===== config.mk =====
export PLATFORM = sky130hd
export DESIGN_NAME = stream_route_ctrl
export DESIGN_NICKNAME = d
export VERILOG_FILES = /design/src/rtl/stream_route_ctrl.sv
export SDC_FILE = /design/constraint.sdc
export NUM_CORES = 1
export LEC_CHECK = 0
export CAP_MARGIN = 25
export CORE_MARGIN = 4
export CORE_UTILIZATION = 52
export DETAILED_ROUTE_END_ITERATION = 12
export PLACE_DENSITY = 0.82
export SLEW_MARGIN = 20
export SYNTH_ARGS = -nofsm -noshare
export SYNTH_HDL_FRONTEND = slang
export SYNTH_SLANG_ARGS = --single-unit

===== constraint.sdc =====
create_clock -name clk -period 2.6 [get_ports clk]
set_clock_uncertainty 0.1 [all_clocks]
set_input_delay 0.26 -clock clk [delete_from_list [all_inputs] [get_ports clk]]
set_output_delay 0.26 -clock clk [all_outputs]
set_load 0.01 [all_outputs]

===== src/rtl/stream_route_ctrl.sv =====
// Sequencing controller for the password-checker byte-stream demux: steers the
// password head to the checker, then forwards or drains the payload per verdict.
module stream_route_ctrl #(
  parameter int PW_LEN = 8,
  parameter int CNT_W  = 16
) (
  input  logic             clk,
  input  logic             rst_n,
  input  logic             in_valid,
  output logic             in_ready,
  input  logic [7:0]       in_data,
  input  logic             in_last,
  output logic             sel,
  output logic             pw_valid,
  input  logic             pw_ready,
  output logic [7:0]       pw_data,
  output logic             pw_last,
  input  logic             check_done,
  input  logic             check_ok,
  output logic             pl_valid,
  input  logic             pl_ready,
  output logic [7:0]       pl_data,
  output logic             pl_last,
  output logic             accept,
  output logic             reject,
  output logic             short_err,
  output logic [CNT_W-1:0] pl_count,
  output logic             busy
);
  typedef enum logic [1:0] {S_PW, S_WAIT, S_FWD, S_DRAIN} state_t;

  localparam logic [7:0] LAST_IDX = 8'(PW_LEN - 1);

  state_t           state;
  logic [7:0]       cnt;
  logic             short_f, nopl;
  logic [CNT_W-1:0] pcnt, pcnt_inc;
  logic             pw_fin;

  assign pw_fin   = (cnt == LAST_IDX) || in_last;
  assign pcnt_inc = (&pcnt) ? pcnt : pcnt + 1'b1;
  assign busy     = (state != S_PW) || (cnt != 8'd0);

  // Branch steering is purely combinational; outputs are held quiet while in reset.
  always_comb begin
    in_ready = 1'b0;
    pw_valid = 1'b0;
    pw_data  = 8'h00;
    pw_last  = 1'b0;
    pl_valid = 1'b0;
    pl_data  = 8'h00;
    pl_last  = 1'b0;
    if (rst_n) begin
      case (state)
        S_PW: begin
          pw_valid = in_valid;
          in_ready = pw_ready;
          pw_data  = in_data;
          pw_last  = pw_fin;
        end
        S_FWD: begin
          pl_valid = in_valid;
          in_ready = pl_ready;
          pl_data  = in_data;
          pl_last  = in_last;
        end
        S_DRAIN: in_ready = 1'b1;
        default: ;
      endcase
    end
  end

  always_ff @(posedge clk or negedge rst_n) begin
    if (!rst_n) begin
      state     <= S_PW;
      cnt       <= 8'd0;
      sel       <= 1'b0;
      short_f   <= 1'b0;
      nopl      <= 1'b0;
      pcnt      <= '0;
      pl_count  <= '0;
      accept    <= 1'b0;
      reject    <= 1'b0;
      short_err <= 1'b0;
    end else begin
      accept    <= 1'b0;
      reject    <= 1'b0;
      short_err <= 1'b0;
      case (state)
        S_PW: if (in_valid && pw_ready) begin
          if (pw_fin) begin
            cnt     <= 8'd0;
            state   <= S_WAIT;
            nopl    <= in_last && (cnt == LAST_IDX);
            short_f <= in_last && (cnt != LAST_IDX);
          end else begin
            cnt <= cnt + 8'd1;
          end
        end
        S_WAIT: if (check_done) begin
          if (short_f) begin
            short_err <= 1'b1;
            reject    <= 1'b1;
            state     <= S_PW;
          end else if (nopl) begin
            accept   <= check_ok;
            reject   <= !check_ok;
            pl_count <= '0;
            state    <= S_PW;
          end else begin
            state <= check_ok ? S_FWD : S_DRAIN;
            sel   <= check_ok;
          end
          pcnt    <= '0;
          short_f <= 1'b0;
          nopl    <= 1'b0;
        end
        S_FWD: if (in_valid && pl_ready) begin
          pcnt <= pcnt_inc;
          if (in_last) begin
            pl_count <= pcnt_inc;
            accept   <= 1'b1;
            sel      <= 1'b0;
            state    <= S_PW;
          end
        end
        S_DRAIN: if (in_valid && in_last) begin
          reject <= 1'b1;
          state  <= S_PW;
        end
        default: state <= S_PW;
      endcase
    end
  end
endmodule


# Yosys cells after proc, flatten, opt, wreduce, memory -nomap -nowiden
# Cells that the tools add are included.
[word_totals]
ff_bits = 48
in_bits = 16
out_inout_bits = 42
wordCells = 108
[op_classes]
addsub = 2
n_eq_ne = 14
muxes = 62
n_reduce_logical = 20
[op_table]
columns = ["operator", "n"]
rows = [
  ["16-bit two-way mux", 8],
  ["16-bit case mux with 2 select lines", 2],
  ["8-bit two-way mux", 5],
  ["1-bit two-way mux", 32],
  ["2-bit inequality test, second input constant", 9],
  ["6-bit AND reduction", 3],
  ["16-bit by 1-bit adder with 16-bit output, second input constant", 1],
  ["2-bit two-way mux", 8],
  ["16-bit AND reduction", 1],
  ["1-bit case mux with 2 select lines", 5],
  ["8-bit by 1-bit adder with 8-bit output, second input constant", 1],
  ["8-bit by 3-bit == test with 1-bit output, second input constant", 1],
  ["8-bit by 3-bit inequality test with 1-bit output, second input constant", 1],
  ["2-bit case mux with 4 select lines", 1],
  ["8-bit nonzero test", 1],
  ["2-bit nonzero test", 3],
  ["1-bit logical AND", 5],
  ["2-bit == test, second input constant", 2],
  ["4-bit AND reduction", 1],
  ["1-bit case mux with 3 select lines", 1],
  ["3-bit AND reduction", 1],
  ["2-bit by 1-bit == test with 1-bit output, second input constant", 1],
  ["2-bit logical NOT", 1],
  ["1-bit logical OR", 2],
  ["other kinds (2)", 2],
]

# Depth between registers and ports, before layout
# Gate-level depths: netlist (run 1).
[logic_depth]
depth_word = 5
ltp_mapped = 9
mapped_depth_nobuf = 7

# Worst setup path after synthesis (run 1)
# No wires, ideal clock.
[synth_timing]
path_kind = "register to register"
start = "reg state[0]"
end = "reg pcnt[4]"
setup_ps = 87
arrival_time_ps = 1678
t_required_ps = 2413
setup_slack_ps = 735
stages_incl_launch_ff = 8
n_path_buf = 2
synth_period_minus_slack_ps = 1865
path_cell_list = "dfrtp_1 -> inv_1 -> ha_1 -> buf_2 -> a211oi_2 -> buf_2 -> nand2_1 -> a22oi_1"
[synth_between]
elab_chain_cells = 3
word_cells_on_any_way = 7
classes_between = "eq/ne (4); mux (1); reduce/logical (2)"
[synth_rtl]
columns = ["item", "line_no", "source"]
rows = [
  ["start, declared", "34", "state_t state;"],
  ["start signal, assigned", "111", "state <= check_ok ? S_FWD : S_DRAIN;"],
  ["2-bit == test / 2-bit by 1-bit == test with 1-bit output (equally long branches)", "89", "case (state)"],
  ["2-bit inequality test (no line) / 2-bit nonzero test (equally long branches)", "-", ""],
  ["3-bit AND reduction (no line)", "-", ""],
  ["end signal, assigned", "119", "pcnt <= pcnt_inc;"],
  ["end, declared", "37", "logic [CNT_W-1:0] pcnt, pcnt_inc;"],
]
# Parallel ways exist; a longest one is shown, timed or not.
# A chain may end at the register's enable or synchronous reset.

# Worst setup path after layout (run 1)
[layout_timing]
start = "reg state[0]"
end = "out pl_data[4]"
[layout_between]
elab_chain_cells = 3
[layout_rtl]
columns = ["item", "line_no", "source"]
rows = [
  ["2-bit == test", "54", "case (state)"],
  ["8-bit two-way mux", "54", ""],
  ["8-bit two-way mux", "53", "if (rst_n) begin"],
  ["end, declared", "22", "output logic [7:0] pl_data,"],
]
# Every way passes these cells.

==> results of run 1 <==
[stage by stage]
step                      cell area [um2]  power, mW  setup WS [ns]  cells
after floorplan                      2924      1.798         0.7345    340
after global placement               3510      2.315         0.4605    452
after detailed placement             3510      2.357         0.3673    452
after CTS                            3613      2.824        0.07599    461
after global routing                 3616      3.026        0.01236    461
final                                3616      2.816         0.1111    461
[final cells by class]
class,instances,area (um2),share of cell area [%]
multi-input cells,259,1569,43.39
flip-flops and latches,48,1201,33.22
repair buffers,65,628.1,17.37
well taps,72,90.09,2.491
clock buffers,7,86.33,2.388
inverters,9,33.78,0.9343
clock inverters,1,7.507,0.2076
[worst max-delay path by stage]
stage | from | to | slack, ns
6_report | state[0] | pl_data[4] | 0.11
5_1_grt | state[0] | pl_data[0] | 0.01
4_1_cts | state[0] | in_ready | 0.08
3_5_place_dp | state[0] | cnt[7] | 0.37
3_3_place_gp | state[0] | in_ready | 0.46
2_1_floorplan | state[0] | pcnt[4] | 0.73
[cells by family after synthesis]
| group | count (synthesis) |
|---|---|
| AOI/OAI and AO/OA | 80 |
| xor gates and xnor gates | 7 |
| adders and majority gates | 7 |
| buffers and inverters | 33 |
| DFF | 48 |
| muxes | 9 |
| and+or+nand+nor | 156 |
[registers in the layout, indices dropped and copies added, names as in the netlist]
name	count
pcnt	16
pl_count	16
cnt	8
state	2
accept	1
nopl	1
reject	1
sel	1
short_err	1
short_f	1
[repair_timing]
item                       CTS  global route
setup endpoints to repair    0             1
hold buffers                 1             0
gates resized for setup      0             1
hold endpoints to repair     2             0
[power groups by stage]
stage | clock, mW | combinational, mW | sequential (mW)
finish | 0.465 | 1.33 | 1.02
global route | 0.515 | 1.47 | 1.04
CTS | 0.477 | 1.33 | 1.02
detailed placement | 0 | 1.32 | 1.03
global placement | 0 | 1.29 | 1.02
floorplan | 0 | 0.751 | 1.05
[worst max-delay path: stages, from the launching register on]
cell	delay [ns]
dfrtp_1	0.41
inv_1	0.11
ha_1	0.37
buf_4	0.22
and3_1	0.16
clkdlybuf4s50_1	0.56
[routing by layer]
| metal | GRT usage (%) | vias to the layer above | routed length (um) |
|---|---|---|---|
| met3 | 5.556 | 7 | 466 |
| met1 | 28.47 | 1218 | 3218 |
| met5 | 0 | - | 0 |
| met2 | 31.27 | 107 | 3181 |
| met4 | 4.903 | 0 | 63 |
| li1 | - | 1319 | - |
[cell usage in the layout (no fill, tap or decap), types with 2 or more instances in the layout]
cell	count
nand2_1	50
inv_1	9
a31oi_1	7
mux2i_1	8
clkdlybuf4s50_1	56
nand3_1	14
a31o_2	3
nand4b_1	2
ha_1	6
o21ai_1	9
nand3_2	4
a21oi_1	17
nor3_1	5
and2_1	2
nand2b_1	2
a41oi_1	2
dfrtp_1	48
or3_1	2
buf_4	7
o31ai_1	8
o211ai_1	2
xor2_1	6
nor2_1	23
clkbuf_8	6
a221o_1	2
o21ai_0	19
nand4_1	9
and3_1	31
nor2b_1	2
and4_1	4
a21o_1	2
==> flow_summary_export.csv, run 1 <==
group,metric,value,unit
status,status,"finished, final reports clean",
floorplanning,start_util,53.43,%
synth,synth-edff-count,0,
sta,setup_viol,0,
placement,gp_congestion,0.8982,
synth,synth_area_leaders,"dfrtp_1 41%, and3_1 6.6%, nand2_1 6.4%, o21ai_0 3.3%, ha_1 3.0%",
detailed_routing,vias,2651,
synth,avgSynthCellArea,8.600,um2
placement,port_buffers,57,
synth,synth_top_cell_by_area,"dfrtp_1",
critical_path,cp_max_fo,10,
clocking,clk_path_buf_depth,2,
detailed_routing,drc,0,
critical_path,critical_path_required,2.24,ns
hold_path,hp-class,"in -> async",
clocking,cts_tree,"yes",
floorplanning,dieArea,6887,um2
critical_path,crit_path_start_kind,"register",
sta,hold_ws,0.2919,ns
clocking,cts_buffers,5,
detailed_routing,wl,6930,um
clocking,cts_max_level,2,
sta,slew_headroom,63.07,%
synth,synth_warnings,0,
detailed_routing,drt.antenna.violating_nets,0,
clocking,clkTransAtPathRegs,0.09,ns
global_route,grt_first_pass_wirelength,11810,um
clocking,clock_latency,0.30,ns
global_route,grt_pass1_vias,2454,
clocking,clock-sinks,48,
power,swShare,38.70,%
synth,syn_inst,340,
synth,synth-async-reset-ratio,100.0,%
synth,synthTopCellsByCount,"50 x nand2_1, 48 x dfrtp_1, 31 x and3_1, 23 x nor2_1, 19 x o21ai_0",
critical_path,worst-r2r-cell-count,7,
power,p_int,1.726,mW
detailed_routing,drt-initial-drc-count,158,
critical_path,endpoint_kind,"output port",
synth,synth_xor_area_share,2.097,%
sta,finalHoldViolations,0,
sta,final-max-slew-violation-count,0,
synth,synth.top_cell.area_share,41.08,%
placement,dp_hpwl,5208,um
synth,synth_seq_cells,48,
synth,synth_nets,363,
layout,drive_gt1_share,7.712,%
critical_path,setup.worst_path.class,"reg -> out",
critical_path,ff2ff_setup_slack,0.37,ns
power,power.density,778.7,nW/um2
floorplanning,core_area,5473,um2
clocking,ctsRootBufferMaster,"clkbuf_8",
layout,area_growth,23.66,%
detailed_routing,firstDrtPassIters,5,
floorplanning,chipWidth,82.99,um
power,power.share.combinational,47.3,%
sta,tightestPinTransition,0.5540,ns
synth,synth_most_common_cell,"nand2_1",
sta,fmax,401.8,MHz
synth,synth_top_family_by_area,"simple AND/OR/NAND/NOR gates",
power,power_frac_clock,16.5,%
synth,synth_cell_type_count,50,
sta,timing.final.crit_period,2.489,ns
synth,muxShareOfSynthArea,3.124,%
sta,period_share,95.73,%
detailed_routing,vias_per_cell,5.751,
flow_run,maxCapViolCount,0,
global_route,antenna_found_initial,0,
layout,nets,411,
synth,yosysSeqAreaShare,41.08,%
clocking,post_cts_buffers,0,
sta,rsz0062_at_grt,"false",
floorplanning,rows,27,
detailed_routing,routedWlPerCell,15.03,um
synth,syn-cell-area,2924,um2
layout,utilization,66.07,%
synth,yosys.area_share.simple,27.86,%
global_route,grt_max_degree,47,
power,p_seq_share,36.1,%
critical_path,reg2reg_from,"state[1]",
layout,fillers,474,
synth,synth_ff_type,"dfrtp_1",
power,power_leakage,1.577,nW
sta,fin_setup_tns,0,ns
critical_path,worstReg2RegEnd,"pl_count[14]",
synth,synthAdderAreaFrac,2.995,%
synth,synth_compound_gate_area_share,17.50,%
power,ir_drop,0.5163,mV
global_route,groute.usage.overall,20.31,%
layout,n_antenna_cell,0,
critical_path,worstPathArrival,2.13,ns
floorplanning,fp.dieH,82.99,um
power,switching_power,1.090,mW
floorplanning,io_pins,58,
global_route,gr-total-overflow,0,
(Power assumes the default switching activity.)
==> run 2, diff against run 1 <==
--- a/config.mk
+++ b/config.mk
@@ -7,9 +7,10 @@
 export LEC_CHECK = 0
 export CAP_MARGIN = 25
 export CORE_MARGIN = 4
-export CORE_UTILIZATION = 52
+export CORE_UTILIZATION = 40
 export DETAILED_ROUTE_END_ITERATION = 12
-export PLACE_DENSITY = 0.82
+export DONT_BUFFER_PORTS = 1
+export PLACE_DENSITY = 0.56
 export SLEW_MARGIN = 20
 export SYNTH_ARGS = -nofsm -noshare
 export SYNTH_HDL_FRONTEND = slang
==> run 2 against run 1 <==
Effect of this change:
- critical endpoint is now cnt[7]
- combinational power fell by 27%
- fmax rose by 13%
- setup slack improved by 0.28 ns
- first-iteration DRC count rose by 4.4%
- design area fell by 13%
- total power fell by 11%
- routed wire length fell by 0.59%
- largest power group is now registers
- clock-buffer cell count rose by 1
- global-route usage fell by 4.1 points
- sequential share of layout area rose by 5.2 points
- die area rose by 27%
==> flow_summary_export.csv, run 2 (same netlist as run 1, synthesis figures left out) <==
group,metric,value,unit
global_route,groute.usage.overall,16.20,%
sta,tightestPinTransition,0.4643,ns
clocking,clock-sinks,48,
critical_path,setup.worst_path.class,"reg -> reg",
detailed_routing,wl,6889,um
global_route,grt_max_degree,49,
sta,final-max-slew-violation-count,0,
critical_path,path_delay_family,"simple AND/OR/NAND/NOR gates",
critical_path,slowest_delay,0.45,ns
sta,rsz0062_at_grt,"false",
global_route,grt_first_pass_wirelength,11440,um
sta,setup_ws,0.3956,ns
critical_path,crit_buf_inv,1,
floorplanning,rows,30,
hold_path,hp-class,"in -> reg",
critical_path,crit_slowest_cell,"ha_1",
layout,area_growth,7.018,%
global_route,grt_pass1_vias,2209,
placement,gp_congestion,0.8461,
clocking,clock_latency,0.30,ns
clocking,clkTransAtPathRegs,0.08,ns
sta,period_share,84.78,%
placement,port_buffers,0,
power,power_leakage,1.399,nW
detailed_routing,vias,2442,
placement,pre_cts_ws,0.4061,ns
detailed_routing,vias_per_cell,5.653,
global_route,antenna_found_initial,0,
clocking,cts_tree,"yes",
critical_path,crit_path_start_kind,"register",
sta,slew_headroom,68.79,%
placement,dp_hpwl,4919,um
layout,nets,358,
clocking,cts_buffers,5,
status,status,"finished, final reports clean",
floorplanning,core_area,6944,um2
flow_run,maxCapViolCount,0,
critical_path,critical_path_required,2.73,ns
floorplanning,dieArea,8742,um2
detailed_routing,firstDrtPassIters,4,
sta,timing.final.crit_period,2.204,ns
layout,layout_common_cells,"50 x nand2_1, 48 x dfrtp_1, 31 x and3_1, 23 x nor2_1, 19 x o21ai_0",
sta,finalHoldViolations,0,
global_route,gr-total-overflow,0,
critical_path,worstPathArrival,2.33,ns
clocking,cts_max_level,2,
sta,fmax,453.6,MHz
layout,mostFrequentLayoutCell,"nand2_1",
floorplanning,start_util,42.11,%
layout,drive_gt1_share,8.631,%
clocking,post_cts_buffers,0,
detailed_routing,drt-initial-drc-count,165,
detailed_routing,routedWlPerCell,15.95,um
power,ir_drop,0.2726,mV
critical_path,endpoint_kind,"register",
floorplanning,fp.dieH,93.50,um
layout,n_antenna_cell,0,
detailed_routing,drc,0,
critical_path,cp_max_fo,17,
detailed_routing,drt.antenna.violating_nets,0,
power,total_power,2.511,mW
layout,reg_top3,"pcnt (16), pl_count (16), cnt (8)",
sta,fin_setup_tns,0,ns
clocking,ctsRootBufferMaster,"clkbuf_8",
power,power.density,802.4,nW/um2
clocking,clk_path_buf_depth,2,
floorplanning,io_pins,58,
floorplanning,chipWidth,93.50,um
sta,setup_viol,0,
critical_path,cp_cell_sequence,"inv_1 -> ha_1 -> and3_1 -> nand4_1 -> or3_1 -> a21oi_1",
-- run 2: path summary, 6_finish.rpt --
| path | from | end | slack (ns) | cells after the start |
|---|---|---|---|---|
| min in group asynchronous | rst_n | short_err | 0.36 | 2 |
| setup reg to reg | state[0] | cnt[7] | 0.40 | 6 |
| setup / recovery | state[0] | cnt[7] | 0.40 | 6 |
| max in group asynchronous | rst_n | pcnt[9] | 1.82 | 2 |
| hold reg to reg | cnt[4] | cnt[4] | 0.44 | 1 |
| hold / removal | check_done | short_err | 0.02 | 1 |
-- run 2: metal layers --
layer	up-vias	global-route usage, %	part of all wire [%]
li1	1214	-	-
met1	1182	23.56	50
met2	41	24.54	46
met3	5	3.459	3.1
met4	0	3.663	1.0
met5	-	0	0
-- run 2: area by class of cell --
cell class	count	area, um2
fillers	693	3815
multi-input cells	259	1567
flip-flops and latches	48	1201
well taps	96	120.1
repair buffers	12	117.6
clock buffers	8	90.09
inverters	9	33.78
-- run 2: timing repair --
action / 4_1_cts / 5_1_grt
hold endpoints to repair: 51 / 0
hold buffers: 4 / 0
setup endpoints to repair: 0 / 0
gates resized for setup: 0 / 0
-- run 2: per-stage QoR --
step	utilization, %	cell area, um2	cells	hold WS, ns
finish	45.06	3129	432	0.02148
global route	45.06	3129	432	0.003299
CTS	45.06	3129	432	0.009132
detailed placement	42.94	2982	420	-0.1337
global placement	42.94	2982	420	-0.1341
floorplan	-	2924	340	-0.1356
-- run 2: power breakdown --
part | internal, mW | total [mW] | leakage, nW | switching [mW]
Clock | 0.217 | 0.458 | 0.0455 | 0.241
Sequential | 0.897 | 1.08 | 0.652 | 0.183
Combinational | 0.362 | 0.973 | 0.702 | 0.611
Total | 1.48 | 2.51 | 1.40 | 1.04
==> run 3, diff against run 2 <==
==> constraint.sdc (replaced) <==
create_clock -name clk -period 2.31 [get_ports clk]
set_clock_uncertainty 0.1 [all_clocks]
set_input_delay 0.231 -clock clk [delete_from_list [all_inputs] [get_ports clk]]
set_output_delay 0.231 -clock clk [all_outputs]
set_load 0.01 [all_outputs]
==> run 3 against run 2 <==
Effect of this change:
- non-clock buffer count increased by 8
- sequential power increased by 12%
- critical path depth decreased by 1
- final cell count up 1.2%
- clock power about the same
- core utilization increased by 0.59 points
- sequential share of layout area shrank 0.50 points
- largest cell class unchanged
==> flow_summary_export.csv, run 3 (same netlist as run 1, synthesis figures left out) <==
group,metric,value,unit
status,status,"finished, final reports clean",
clocking,cts_tree,"yes",
global_route,grt_first_pass_wirelength,11780,um
global_route,antenna_found_initial,0,
layout,utilization,45.66,%
detailed_routing,wl,6953,um
detailed_routing,drt.antenna.violating_nets,0,
critical_path,critical_path_required,1.98,ns
sta,slew_headroom,71.57,%
floorplanning,io_pins,58,
critical_path,ff2ff_setup_slack,0.27,ns
power,total_power,2.812,mW
detailed_routing,routedWlPerCell,15.91,um
sta,period_share,93.96,%
power,ir_drop,0.2332,mV
detailed_routing,drt-initial-drc-count,118,
power,power.density,886.9,nW/um2
flow_run,maxCapViolCount,0,
placement,dp_hpwl,5032,um
floorplanning,chipWidth,93.50,um
placement,gp_congestion,0.8857,
layout,nets,366,
clocking,clock_latency,0.30,ns
clocking,cts_buffers,5,
global_route,gr-total-overflow,0,
global_route,met2_usage,26.21,%
global_route,grt_pass1_vias,2298,
layout,n_antenna_cell,0,
hold_path,hp-class,"in -> reg",
critical_path,slowest_delay,0.39,ns
layout,final_cells,437,
detailed_routing,vias_per_cell,5.652,
layout,area_growth,8.430,%
detailed_routing,drc,0,
sta,finalHoldViolations,0,
detailed_routing,vias,2470,
placement,placed_cells,427,
layout,stdcell_area,3171,um2
critical_path,crit_buf_inv,2,
clocking,cts_max_level,2,
sta,rsz0062_at_grt,"false",
clocking,clk_path_buf_depth,2,
floorplanning,rows,30,
critical_path,cp.depth,5,
sta,tightestPinTransition,0.4229,ns
clocking,clkTransAtPathRegs,0.09,ns
detailed_routing,firstDrtPassIters,4,
global_route,grt_max_degree,49,
clocking,clock-sinks,48,
sta,fmax,460.7,MHz
floorplanning,core_area,6944,um2
placement,port_buffers,0,
layout,seq_area,1201,um2
global_route,groute.usage.overall,16.66,%
layout,drive_gt1_share,10.26,%
sta,setup_viol,0,
global_route,grt-busiest-layer,"met2",
layout,fillers,681,
critical_path,crit_slowest_cell,"dfrtp_1",
floorplanning,fp.dieH,93.50,um
critical_path,worstPathArrival,1.84,ns
critical_path,path_delay_family,"flip-flops",
hold_path,hold_path_depth,2,
clocking,cts_resized,0,
layout,mostFrequentLayoutCell,"nand2_1",
clocking,ctsRootBufferMaster,"clkbuf_8",
placement,place_area,3034,um2
global_route,use_met1,23.61,%
sta,timing.final.crit_period,2.171,ns
layout,reg_top3,"pcnt (16), pl_count (16), cnt (8)",
sta,final-max-slew-violation-count,0,
critical_path,setup.worst_path.class,"reg -> out",
critical_path,cp_max_fo,14,
floorplanning,dieArea,8742,um2
global_route,grtUsageMet3,3.218,%
critical_path,endpoint_kind,"output port",
layout,layout_common_cells,"50 x nand2_1, 48 x dfrtp_1, 31 x and3_1, 23 x nor2_1, 19 x o21ai_0",
power,power_leakage,1.432,nW
critical_path,worst-r2r-cell-count,7,
layout,multi_input_area,1567,um2
floorplanning,start_util,42.11,%
critical_path,cp_cell_sequence,"inv_1 -> ha_1 -> buf_4 -> a221o_1 -> and3_1",
sta,fin_setup_tns,0,ns
critical_path,crit_path_start_kind,"register",
run 3: cell count changes in the layout (fill, tap and decap cells not counted):
cell	delta
buf_4	+7
clkbuf_1	-2
clkbuf_8	-1
dlygate4sd3_1	+1
run 3: area by class of cell:
type                            count  share of cell area (%)
Multi-Input combinational cell    259                   49.41
Clock buffer                        5                   2.170
Sequential cell                    48                   37.88
Timing Repair Buffer               20                   5.683
Tap cell                           96                   3.788
Inverter                            9                   1.066
run 3: worst reg2reg max path: stages (launching register included):
cell	delay, ns
dfrtp_1	0.40
inv_1	0.07
ha_1	0.24
nor2b_1	0.21
a21oi_2	0.20
nand2b_2	0.10
or2_1	0.32
o31ai_1	0.30
run 3: through the flow:
| step | hold slack [ns] | setup WS (ns) |
|---|---|---|
| 6_report | 0.01052 | 0.1394 |
| 3_3_place_gp | -0.1630 | 0.3003 |
| 5_1_grt | 0.02310 | 0.05102 |
| 2_1_floorplan | -0.1646 | 0.4445 |
| 3_5_place_dp | -0.1628 | 0.2945 |
| 4_1_cts | 0.0008248 | 0.1202 |
run 3: final timing paths:
kind,to,startpoint
max in group asynchronous,pl_count[12],rst_n
min in group asynchronous,state[0],rst_n
setup / recovery,in_ready,state[0]
hold / removal,accept,check_ok
hold reg to reg,cnt[4],cnt[4]
setup reg to reg,pl_count[3],state[1]
run 3: timing repair:
action                                 CTS  global route
hold buffers                             5             0
endpoints found under the hold margin   53             0
setup buffers                            0             0
run 3: per-layer routing:
| metal | routed length, um | vias to the layer above |
|---|---|---|
| met5 | 0 | - |
| met4 | 66 | 0 |
| met3 | 244 | 6 |
| met2 | 3261 | 34 |
| met1 | 3381 | 1198 |
| li1 | - | 1232 |
run 3: power breakdown:
part	internal (mW)	total, mW	switching (mW)	leakage [nW]
Clock	0.196	0.460	0.264	0.0359
Combinational	0.443	1.14	0.700	0.745
Sequential	1.01	1.21	0.200	0.652
Total	1.65	2.81	1.16	1.43
